==> config.mk <==
export PLATFORM = sky130hd
export DESIGN_NAME = csi2tx_pred_sequencer_flat
export DESIGN_NICKNAME = d
export VERILOG_FILES = /design/src/rtl/csi2tx_pred_sequencer_pkg.sv /design/src/rtl/csi2tx_pred_sequencer_if.sv /design/src/rtl/csi2tx_line_counter.sv /design/src/rtl/csi2tx_pred_sequencer.sv /design/src/flat_wrapper.sv
export SDC_FILE = /design/constraint.sdc
export NUM_CORES = 1
export LEC_CHECK = 0
export BUFFER_PORTS_ARGS = -buffer_cell sky130_fd_sc_hd__buf_2
export CAP_MARGIN = 20
export CORE_MARGIN = 4
export CORE_UTILIZATION = 45
export DETAILED_ROUTE_END_ITERATION = 8
export PLACE_DENSITY = 0.66
export RECOVER_POWER = 100
export SYNTH_ARGS = -nofsm -noshare
export SYNTH_HDL_FRONTEND = slang
export SYNTH_SLANG_ARGS = --single-unit
==> constraint.sdc <==
create_clock -name sensor_clk -period 3.89 [get_ports sensor_clk]
set_input_delay 0.1945 -clock sensor_clk [delete_from_list [all_inputs] [get_ports sensor_clk]]
set_output_delay 0.1945 -clock sensor_clk [all_outputs]
set_load 0.1 [all_outputs]
==> src/rtl/csi2tx_pred_sequencer_pkg.sv <==
// Shared types and constants for the CSI-2 TX DPCM predictor sequencer.
package csi2tx_pred_sequencer_pkg;

  typedef enum logic [1:0] {
    ST_IDLE      = 2'd0,
    ST_WAIT_LINE = 2'd1,
    ST_ACTIVE    = 2'd2
  } seq_state_t;

  localparam int          POS_W   = 3;
  // pos stops here so the predictor falls back to its full 4-tap rule
  localparam logic [2:0]  POS_SAT = 3'd4;

endpackage

==> src/rtl/csi2tx_pred_sequencer_if.sv <==
// Pixel handshake plus predictor-facing strobes between source, sequencer and predictor.
interface csi2tx_pred_sequencer_if #(
  parameter int SCHEME_W = 5
);
  logic                pix_valid;
  logic                pix_ready;
  logic                out_ready;
  logic [SCHEME_W-1:0] comp_scheme;
  logic                enable;
  logic                pixel1_valid;
  logic                pixel2_valid;
  logic                pixel3_valid;
  logic                pixel4_valid;

  modport master (
    output pix_valid, out_ready,
    input  pix_ready, comp_scheme, enable,
           pixel1_valid, pixel2_valid, pixel3_valid, pixel4_valid
  );

  modport slave (
    input  pix_valid, out_ready,
    output pix_ready, comp_scheme, enable,
           pixel1_valid, pixel2_valid, pixel3_valid, pixel4_valid
  );
endinterface

==> src/rtl/csi2tx_line_counter.sv <==
// Line length register and pixel counter; flags the last pixel of the current line.
module csi2tx_line_counter #(
  parameter int LEN_W = 16
) (
  input  logic             sensor_clk,
  input  logic             sys_rst_n,
  input  logic             load,
  input  logic             adv,
  input  logic [LEN_W-1:0] line_len,
  output logic             last
);

  logic [LEN_W-1:0] len_q;
  logic [LEN_W-1:0] pix_cnt;

  assign last = (pix_cnt == len_q - LEN_W'(1));

  always_ff @(posedge sensor_clk or negedge sys_rst_n) begin
    if (!sys_rst_n) begin
      len_q   <= '0;
      pix_cnt <= '0;
    end else if (load) begin
      len_q   <= line_len;
      pix_cnt <= '0;
    end else if (adv) begin
      pix_cnt <= last ? '0 : pix_cnt + LEN_W'(1);
    end
  end

endmodule

==> src/rtl/csi2tx_pred_sequencer.sv <==
// Sequences the DPCM predictor across each line: handshake, position strobes, line status.
import csi2tx_pred_sequencer_pkg::*;

module csi2tx_pred_sequencer #(
  parameter int LEN_W    = 16,
  parameter int SCHEME_W = 5
) (
  input  logic                sensor_clk,
  input  logic                sys_rst_n,
  input  logic [SCHEME_W-1:0] comp_scheme_in,
  input  logic [LEN_W-1:0]    line_len,
  input  logic                frame_start,
  input  logic                line_start,
  input  logic                line_end,
  output logic                line_done,
  output logic                line_err,
  csi2tx_pred_sequencer_if.slave bus
);

  seq_state_t          state;
  logic [SCHEME_W-1:0] scheme_q;
  logic [POS_W-1:0]    pos;
  logic                active;
  logic                xfer;
  logic                last;
  logic                done;
  logic                start_ok;
  logic                len_zero;
  logic                load;
  logic                abort_err;

  function automatic logic [POS_W-1:0] pos_inc(input logic [POS_W-1:0] p);
    return (p >= POS_SAT) ? POS_SAT : p + POS_W'(1);
  endfunction

  assign active        = (state == ST_ACTIVE);
  assign bus.pix_ready = active & bus.out_ready;
  assign xfer          = bus.pix_valid & bus.pix_ready;
  assign done          = xfer & last;

  // line_start is only meaningful once a frame has begun (or begins this cycle)
  assign start_ok  = line_start & (frame_start | (state != ST_IDLE));
  assign len_zero  = (line_len == '0);
  assign load      = start_ok & ~len_zero;
  assign abort_err = active & ~done & (frame_start | line_start | line_end);

  assign bus.comp_scheme  = scheme_q;
  assign bus.enable       = xfer & (|scheme_q);
  assign bus.pixel1_valid = bus.enable & (pos == POS_W'(0));
  assign bus.pixel2_valid = bus.enable & (pos == POS_W'(1));
  assign bus.pixel3_valid = bus.enable & (pos == POS_W'(2));
  assign bus.pixel4_valid = bus.enable & (pos == POS_W'(3));

  csi2tx_line_counter #(.LEN_W(LEN_W)) u_line_counter (
    .sensor_clk (sensor_clk),
    .sys_rst_n  (sys_rst_n),
    .load       (load),
    .adv        (xfer),
    .line_len   (line_len),
    .last       (last)
  );

  always_ff @(posedge sensor_clk or negedge sys_rst_n) begin
    if (!sys_rst_n) begin
      state     <= ST_IDLE;
      scheme_q  <= '0;
      pos       <= '0;
      line_done <= 1'b0;
      line_err  <= 1'b0;
    end else begin
      line_done <= done;
      line_err  <= abort_err | (start_ok & len_zero);

      if (frame_start) scheme_q <= comp_scheme_in;

      if (load)      pos <= '0;
      else if (xfer) pos <= pos_inc(pos);

      // a restart wins over every reason to leave the line
      if (load)
        state <= ST_ACTIVE;
      else if (frame_start | start_ok | done | (active & line_end))
        state <= ST_WAIT_LINE;
    end
  end

endmodule

==> src/flat_wrapper.sv <==
// flat-port wrapper written by rule: the top's interface ports become plain ports
module csi2tx_pred_sequencer_flat 
#(
  parameter int LEN_W    = 16,
  parameter int SCHEME_W = 5
)
  (sensor_clk, sys_rst_n, comp_scheme_in, line_len, frame_start, line_start, line_end, line_done, line_err, bus_pix_valid, bus_out_ready, bus_pix_ready, bus_comp_scheme, bus_enable, bus_pixel1_valid, bus_pixel2_valid, bus_pixel3_valid, bus_pixel4_valid);
  csi2tx_pred_sequencer_if #(.SCHEME_W(SCHEME_W)) bus_i ();
  input  logic sensor_clk;
  input  logic sys_rst_n;
  input  logic [SCHEME_W-1:0] comp_scheme_in;
  input  logic [LEN_W-1:0] line_len;
  input  logic frame_start;
  input  logic line_start;
  input  logic line_end;
  output logic line_done;
  output logic line_err;
  input wire logic [$bits(bus_i.pix_valid)-1:0] bus_pix_valid;
  input wire logic [$bits(bus_i.out_ready)-1:0] bus_out_ready;
  output wire logic [$bits(bus_i.pix_ready)-1:0] bus_pix_ready;
  output wire logic [$bits(bus_i.comp_scheme)-1:0] bus_comp_scheme;
  output wire logic [$bits(bus_i.enable)-1:0] bus_enable;
  output wire logic [$bits(bus_i.pixel1_valid)-1:0] bus_pixel1_valid;
  output wire logic [$bits(bus_i.pixel2_valid)-1:0] bus_pixel2_valid;
  output wire logic [$bits(bus_i.pixel3_valid)-1:0] bus_pixel3_valid;
  output wire logic [$bits(bus_i.pixel4_valid)-1:0] bus_pixel4_valid;
  assign bus_i.pix_valid = bus_pix_valid;
  assign bus_i.out_ready = bus_out_ready;
  assign bus_pix_ready = bus_i.pix_ready;
  assign bus_comp_scheme = bus_i.comp_scheme;
  assign bus_enable = bus_i.enable;
  assign bus_pixel1_valid = bus_i.pixel1_valid;
  assign bus_pixel2_valid = bus_i.pixel2_valid;
  assign bus_pixel3_valid = bus_i.pixel3_valid;
  assign bus_pixel4_valid = bus_i.pixel4_valid;
  csi2tx_pred_sequencer #(.LEN_W(LEN_W), .SCHEME_W(SCHEME_W)) u_core (.sensor_clk(sensor_clk), .sys_rst_n(sys_rst_n), .comp_scheme_in(comp_scheme_in), .line_len(line_len), .frame_start(frame_start), .line_start(line_start), .line_end(line_end), .line_done(line_done), .line_err(line_err), .bus(bus_i));
endmodule
Word-level counts from Yosys, hierarchy flattened
Index checks and enable logic that the tools add are counted.
- register bits after elaboration: 44
- latch bits: 0
- bits in writable memories: 0
- ROM bits: 0
- input bits: 28
- word-level logic and storage cells: 53
- memories kept: 0
- add/subtract/negate cells: 3
- $mul: 0
- div/mod/pow operators: 0
- $lt $le $gt $ge: 1
- eq/ne operators: 5
- shifts and indexed selects: 0
- muxes and demuxes: 8
- bitwise gates (word level): 23
- reduce and logical (&&, ||, !) cells: 6
- operator list (cell ; number):
    $mux W16 ; 3
    $add A16 B1 Y16 const B ; 1
    $eq A16 B16 Y1 ; 1
    $logic_not A16 Y1 ; 1
    $sub A16 B1 Y16 const B ; 1
    $and A1 B1 Y1 ; 14
    $mux W3 ; 3
    $or A1 B1 Y1 ; 7
    $eq A3 B2 Y1 const B ; 2
    $reduce_bool A2 Y1 ; 3
    $reduce_or A5 Y1 ; 1
    $mux W2 ; 2
    $add A3 B1 Y3 const B ; 1
    $eq A3 B1 Y1 const B ; 1
    $ge A3 B3 Y1 const B ; 1
    $logic_not A3 Y1 ; 1
    $eq A2 B2 Y1 const B ; 1
    $not A1 Y1 ; 2

Logic depth before layout (Yosys ltp)
- word-level depth: 8
- depth in mapped cells: 11
- gate-level depth less buffers: 9

By module
From an unflattened synthesis, not the netlist that was laid out.
- cell total of the unflattened synthesis: 310
- area total of the unflattened synthesis: 3004.1 um2
- modules (own cells, without submodules) (module ; times used ; cells each ; area each (um2)):
    csi2tx_line_counter ; 1 ; 246 ; 2311.0
    csi2tx_pred_sequencer ; 1 ; 64 ; 693.2

Worst setup path after synthesis
Ideal clock, no wire load.
- kind: register to output
- from: reg u_core.state[0]
- to: out bus_pixel1_valid
- arrival: 4.300 ns
- setup slack: -0.605 ns
- stages on the path, launching flop included: 7
- buffers on the path: 1
- cell sequence: dfrtp_1 -> nor2b_1 -> and2_1 -> nand2_1 -> clkbuf_1 -> a21oi_1 -> and3_1
- longest elaborated chain between the ends: 5
- ends and longest elaborated chain (what ; line ; source):
    from (decl) ; csi2tx_pred_sequencer.sv:20 ; seq_state_t state;
    from (signal assigned) ; csi2tx_pred_sequencer.sv:65 ; state <= ST_IDLE;
    from (signal assigned) ; csi2tx_pred_sequencer.sv:81 ; state <= ST_ACTIVE;
    from (signal assigned) ; csi2tx_pred_sequencer.sv:83 ; state <= ST_WAIT_LINE;
    $eq A2 B2 Y1 ; csi2tx_pred_sequencer.sv:36 ; assign active = (state == ST_ACTIVE);
    $and A1 B1 Y1 ; csi2tx_pred_sequencer.sv:37 ; assign bus.pix_ready = active & bus.out_ready;
    via bus_pix_ready ; flat_wrapper.sv:20 ; output wire logic [$bits(bus_i.pix_ready)-1:0] bus_pix_ready;
    $and A1 B1 Y1 ; csi2tx_pred_sequencer.sv:38 ; assign xfer = bus.pix_valid & bus.pix_ready;
    $and A1 B1 Y1 ; csi2tx_pred_sequencer.sv:48 ; assign bus.enable = xfer & (|scheme_q);
    via bus_enable ; flat_wrapper.sv:22 ; output wire logic [$bits(bus_i.enable)-1:0] bus_enable;
    $and A1 B1 Y1 ; csi2tx_pred_sequencer.sv:49 ; assign bus.pixel1_valid = bus.enable & (pos == POS_W'(0));
    to (decl) ; flat_wrapper.sv:23 ; output wire logic [$bits(bus_i.pixel1_valid)-1:0] bus_pixel1_valid;
The timed path passes the listed nets, and every way through them passes these cells.

Worst setup path in the final report
- from: reg u_core.u_line_counter.len_q[0]
- to: reg u_core.u_line_counter.pix_cnt[12]
- longest elaborated chain between the ends: 5
- ends and longest elaborated chain (what ; line ; source):
    from (decl) ; csi2tx_line_counter.sv:13 ; logic [LEN_W-1:0] len_q;
    from (signal assigned) ; csi2tx_line_counter.sv:23 ; len_q <= line_len;
    $sub A16 B1 Y16 ; csi2tx_line_counter.sv:16 ; assign last = (pix_cnt == len_q - LEN_W'(1));
    $eq A16 B16 Y1 ; csi2tx_line_counter.sv:16 ;
    $mux W16 ; csi2tx_line_counter.sv:26 ; pix_cnt <= last ? '0 : pix_cnt + LEN_W'(1);
    $mux W16 ; csi2tx_line_counter.sv:25 ; end else if (adv) begin
    $mux W16 ; csi2tx_line_counter.sv:22 ; end else if (load) begin
    to (signal assigned) ; csi2tx_line_counter.sv:26 ;
    to (decl) ; csi2tx_line_counter.sv:14 ; logic [LEN_W-1:0] pix_cnt;
No other way between the ends. The select of a mux whose other input is x is not followed.
A chain may end at the register's enable or synchronous reset.

==> flow_summary_export.csv <==
group,metric,value,unit
status,outcome,"finished with violations",
status,failed_checks,"max-capacitance violations, max-slew violations",
clocking,cts-root-buf,"clkbuf_8",
die,die_w,85.2,um
place,io_buffer_count,40,
logic_synthesis,ys_warn_count,0,
critical_path,crit_chain,"inv_1, ha_1, nor3b_1, nand2_2, or3b_1, a2111oi_0, nand4_2, o21ai_2, nor2_1",
logic_synthesis,synth_compound_area_frac,0.0929,
sta,worst_pin_slew,2.24,ns
sta,fin_hold_ws,0.0942,ns
sta,slew_violations,43,
critical_path,r2r-end,"u_core.u_line_counter.pix_cnt[12]",
sta,fin_tns_setup,0,ns
critical_path,slowest_delay,0.54,ns
layout,syn_to_final_growth,12.4,%
die,coreArea,5640,um2
power,power_density,376,nW/um2
layout,drive_gt1_frac,0.133,
power,p_leak,1.34,nW
logic_synthesis,syn-cell-area,2680,um2
logic_synthesis,ys_seq_area_frac,0.411,
global_route,grt_pass1_wl,11000,um
die,die-area,7260,um2
job,cap_violations,1,
logic_synthesis,postSynthCellCount,309,
power,total_power,0.00113,W
detailed_routing,ant_nets,0,
sta,relSlewSlack,-0.493,
clocking,clock-sinks,44,
sta,setup_viol,0,
clocking,path_clk_slew,0.08,ns
layout,fin_area,3010,um2
logic_synthesis,yosys.area_share.simple,0.303,
logic_synthesis,synth_top_family_by_area,"simple AND/OR/NAND/NOR gates",
logic_synthesis,synth_xor_area_frac,0.105,
sta,finalCriticalPeriod,3.22,ns
logic_synthesis,synth-async-reset-ratio,1.00,
critical_path,startpoint_type,"flip-flop",
critical_path,reg2reg_from,"u_core.u_line_counter.len_q[0]",
sta,fmax,311,MHz
place,placed_cell_area,2920,um2
logic_synthesis,muxShareOfSynthArea,0.0210,
logic_synthesis,synthAdderAreaFrac,0.0327,
detailed_routing,vias,2328,
clocking,cts_buffers,5,
sta,clock_skew,0.00868,ns
clocking,insertion_delay,0.31,ns
die,ios,41,
place,dp_cells,409,
layout,final_cells,419,
sta,rsz0062_at_grt,"false",
logic_synthesis,synth_ff_type,"dfrtp_1",
detailed_routing,dr.first_iter.drc_count,136,
logic_synthesis,ys_ff_latch,44,
die,initial_core_util,0.475,
die,die_h,85.2,um
critical_path,worstSetupPathType,"flip-flop to flip-flop",
critical_path,cp_max_fo,13,
detailed_routing,wl_per_cell,15.1,um
global_route,antenna_found_initial,0,
place,hpwl,4800,um
clocking,clock_path_buffers,2,
logic_synthesis,synth_cell_types,48,
critical_path,cp-endpoint,"u_core.u_line_counter.pix_cnt[12]",
power,ir_drop,0.000275,V
global_route,grt_use_total,0.188,
critical_path,endpoint_kind,"flip-flop",
critical_path,worstPathRequired,4.06,ns
global_route,grt_pass1_vias,2425,
worst_hold_path,hold_path.class,"input port to flip-flop",
sta,fin_crit_sh,0.828,
critical_path,r2r_cells,9,
detailed_routing,firstDrtPassIters,4,
die,rows,27,
global_route,grt_overflow_total,0,
sta,hold_viol,0,
worst_hold_path,hp-start,"line_len[15]",
detailed_routing,via_per_inst,5.56,
clocking,htree_levels,2,
logic_synthesis,syn_area_per_cell,8.68,um2
detailed_routing,wl,6340,um
logic_synthesis,synth_edf_count,0,
layout,final_nets,381,
logic_synthesis,syn_nets,344,
place,gp_congestion,1.01,
detailed_routing,drc,0,
critical_path,startpoint,"u_core.u_line_counter.len_q[0]",
critical_path,cp_slowest_cell,"a2111oi_0",
clocking,cts_setup_buffers,0,
critical_path,r2r_setup_slack,0.67,ns
critical_path,cp_data_arrival_time,3.39,ns
clocking,cts_tree,"yes",
global_route,grt_max_degree,45,
layout,diodes,0,
==> worst min-delay path by stage <==
| stage | to | slack (ns) | cells past startpoint |
|---|---|---|---|
| floorplan | u_core.bus.comp_scheme[0] | -0.10 | 0 |
| global placement | u_core.u_line_counter.len_q[15] | 0.40 | 3 |
| detailed placement | u_core.u_line_counter.len_q[15] | 0.40 | 3 |
| CTS | u_core.bus.comp_scheme[3] | 0.07 | 1 |
| global route | u_core.u_line_counter.len_q[9] | 0.09 | 3 |
| finish | u_core.u_line_counter.len_q[15] | 0.09 | 3 |
==> registers in the layout (all words and copies together), names as in the netlist <==
| name | flops |
|---|---|
| u_core.bus.comp_scheme | 5 |
| u_core.line_done | 1 |
| u_core.line_err | 1 |
| u_core.pos | 3 |
| u_core.state | 2 |
| u_core.u_line_counter.len_q | 16 |
| u_core.u_line_counter.pix_cnt | 16 |
==> synth_stat cells (2+ instances only) <==
cell / instances / area share
clkbuf_1: 10 / 0.014
dfrtp_1: 44 / 0.41
nand3_1: 7 / 0.013
nand4_1: 5 / 0.012
o21ai_0: 13 / 0.024
nand2_1: 60 / 0.084
and4_1: 3 / 0.0098
nor2_1: 28 / 0.039
nor2b_1: 4 / 0.0093
nand2b_1: 5 / 0.012
buf_6: 2 / 0.0084
ha_1: 7 / 0.033
nor3_1: 11 / 0.021
mux2_2: 5 / 0.021
xor2_1: 16 / 0.052
or3_1: 4 / 0.0093
a31oi_1: 2 / 0.0047
o31a_1: 2 / 0.0065
and3_1: 9 / 0.021
a21oi_1: 4 / 0.0075
nor4_1: 12 / 0.028
xnor2_1: 16 / 0.052
a211oi_1: 5 / 0.014
inv_1: 8 / 0.011
a32oi_1: 2 / 0.0065
and2_1: 3 / 0.0070
==> per-stage QoR <==
stage                     utilization  worst slack [ns]
after floorplan                     -             0.109
after global placement          0.517             0.920
after detailed placement        0.517             0.800
after CTS                       0.537             0.792
after global routing            0.534             0.429
final                           0.534             0.670
==> power by group <==
group,total [W],internal (W),switching [W]
clock,0.000351,0.000190,0.000161
combinational,0.000250,0.0000795,0.000171
sequential,0.000533,0.000488,0.0000453
==> kinds of logic after synthesis <==
family | after synthesis
AND/OR/NAND/NOR | 163
flip-flops | 44
AO/OA/AOI/OAI | 37
XOR/XNOR | 32
buffers and inverters | 21
adder cells (fa/ha/maj) | 7
multiplexers | 5
==> metal layers <==
layer,global-route usage,wire (um),vias up
li1,-,-,1149
met2,0.324,3120,54
met1,0.229,2850,1115
met5,0,0,-
met4,0.0691,113,0
met3,0.0388,259,10
==> placed cells by master (no fill, tap or decap), drive strengths merged, types with 3 or more instances in the layout <==
master and instances:
clkbuf 21, nand4 6, xor2 16, and4 3, buf 26, nand2b 5
a211oi 5, ha 7, a21oi 4, nor2b 4, dfrtp 44, o21ai 14
nor4 13, inv 8, xnor2 16, or3 4, nor3 11, and3 9
and2 3, nand2 61, nand3 7, mux2 5, nor2 29
==> critical path, delay by kind of cell, from the launching register on <==
family                   cells  cell delay [ns]
AND/OR/NAND/NOR              5             1.26
buffers and inverters        1             0.10
adder cells (fa/ha/maj)      1             0.24
flip-flops                   1             0.46
AO/OA/AOI/OAI                2             1.02
==> timing repair <==
| item | in CTS | in global routing |
|---|---|---|
| hold endpoints to repair | 0 | 44 |
| resized for setup | 0 | 0 |
| hold buffers | 0 | 1 |
==> layout make-up <==
| type | count | area [um2] |
|---|---|---|
| repair buffers | 43 | 200 |
| flip-flops and latches | 44 | 1100 |
| clock inverters | 3 | 42.5 |
| fillers | 558 | 2630 |
| well taps | 72 | 90.1 |
| clock buffers | 5 | 68.8 |
| multi-input cells | 244 | 1480 |
| inverters | 8 | 30.0 |
Note: power is estimated with default switching activity, not from simulation.
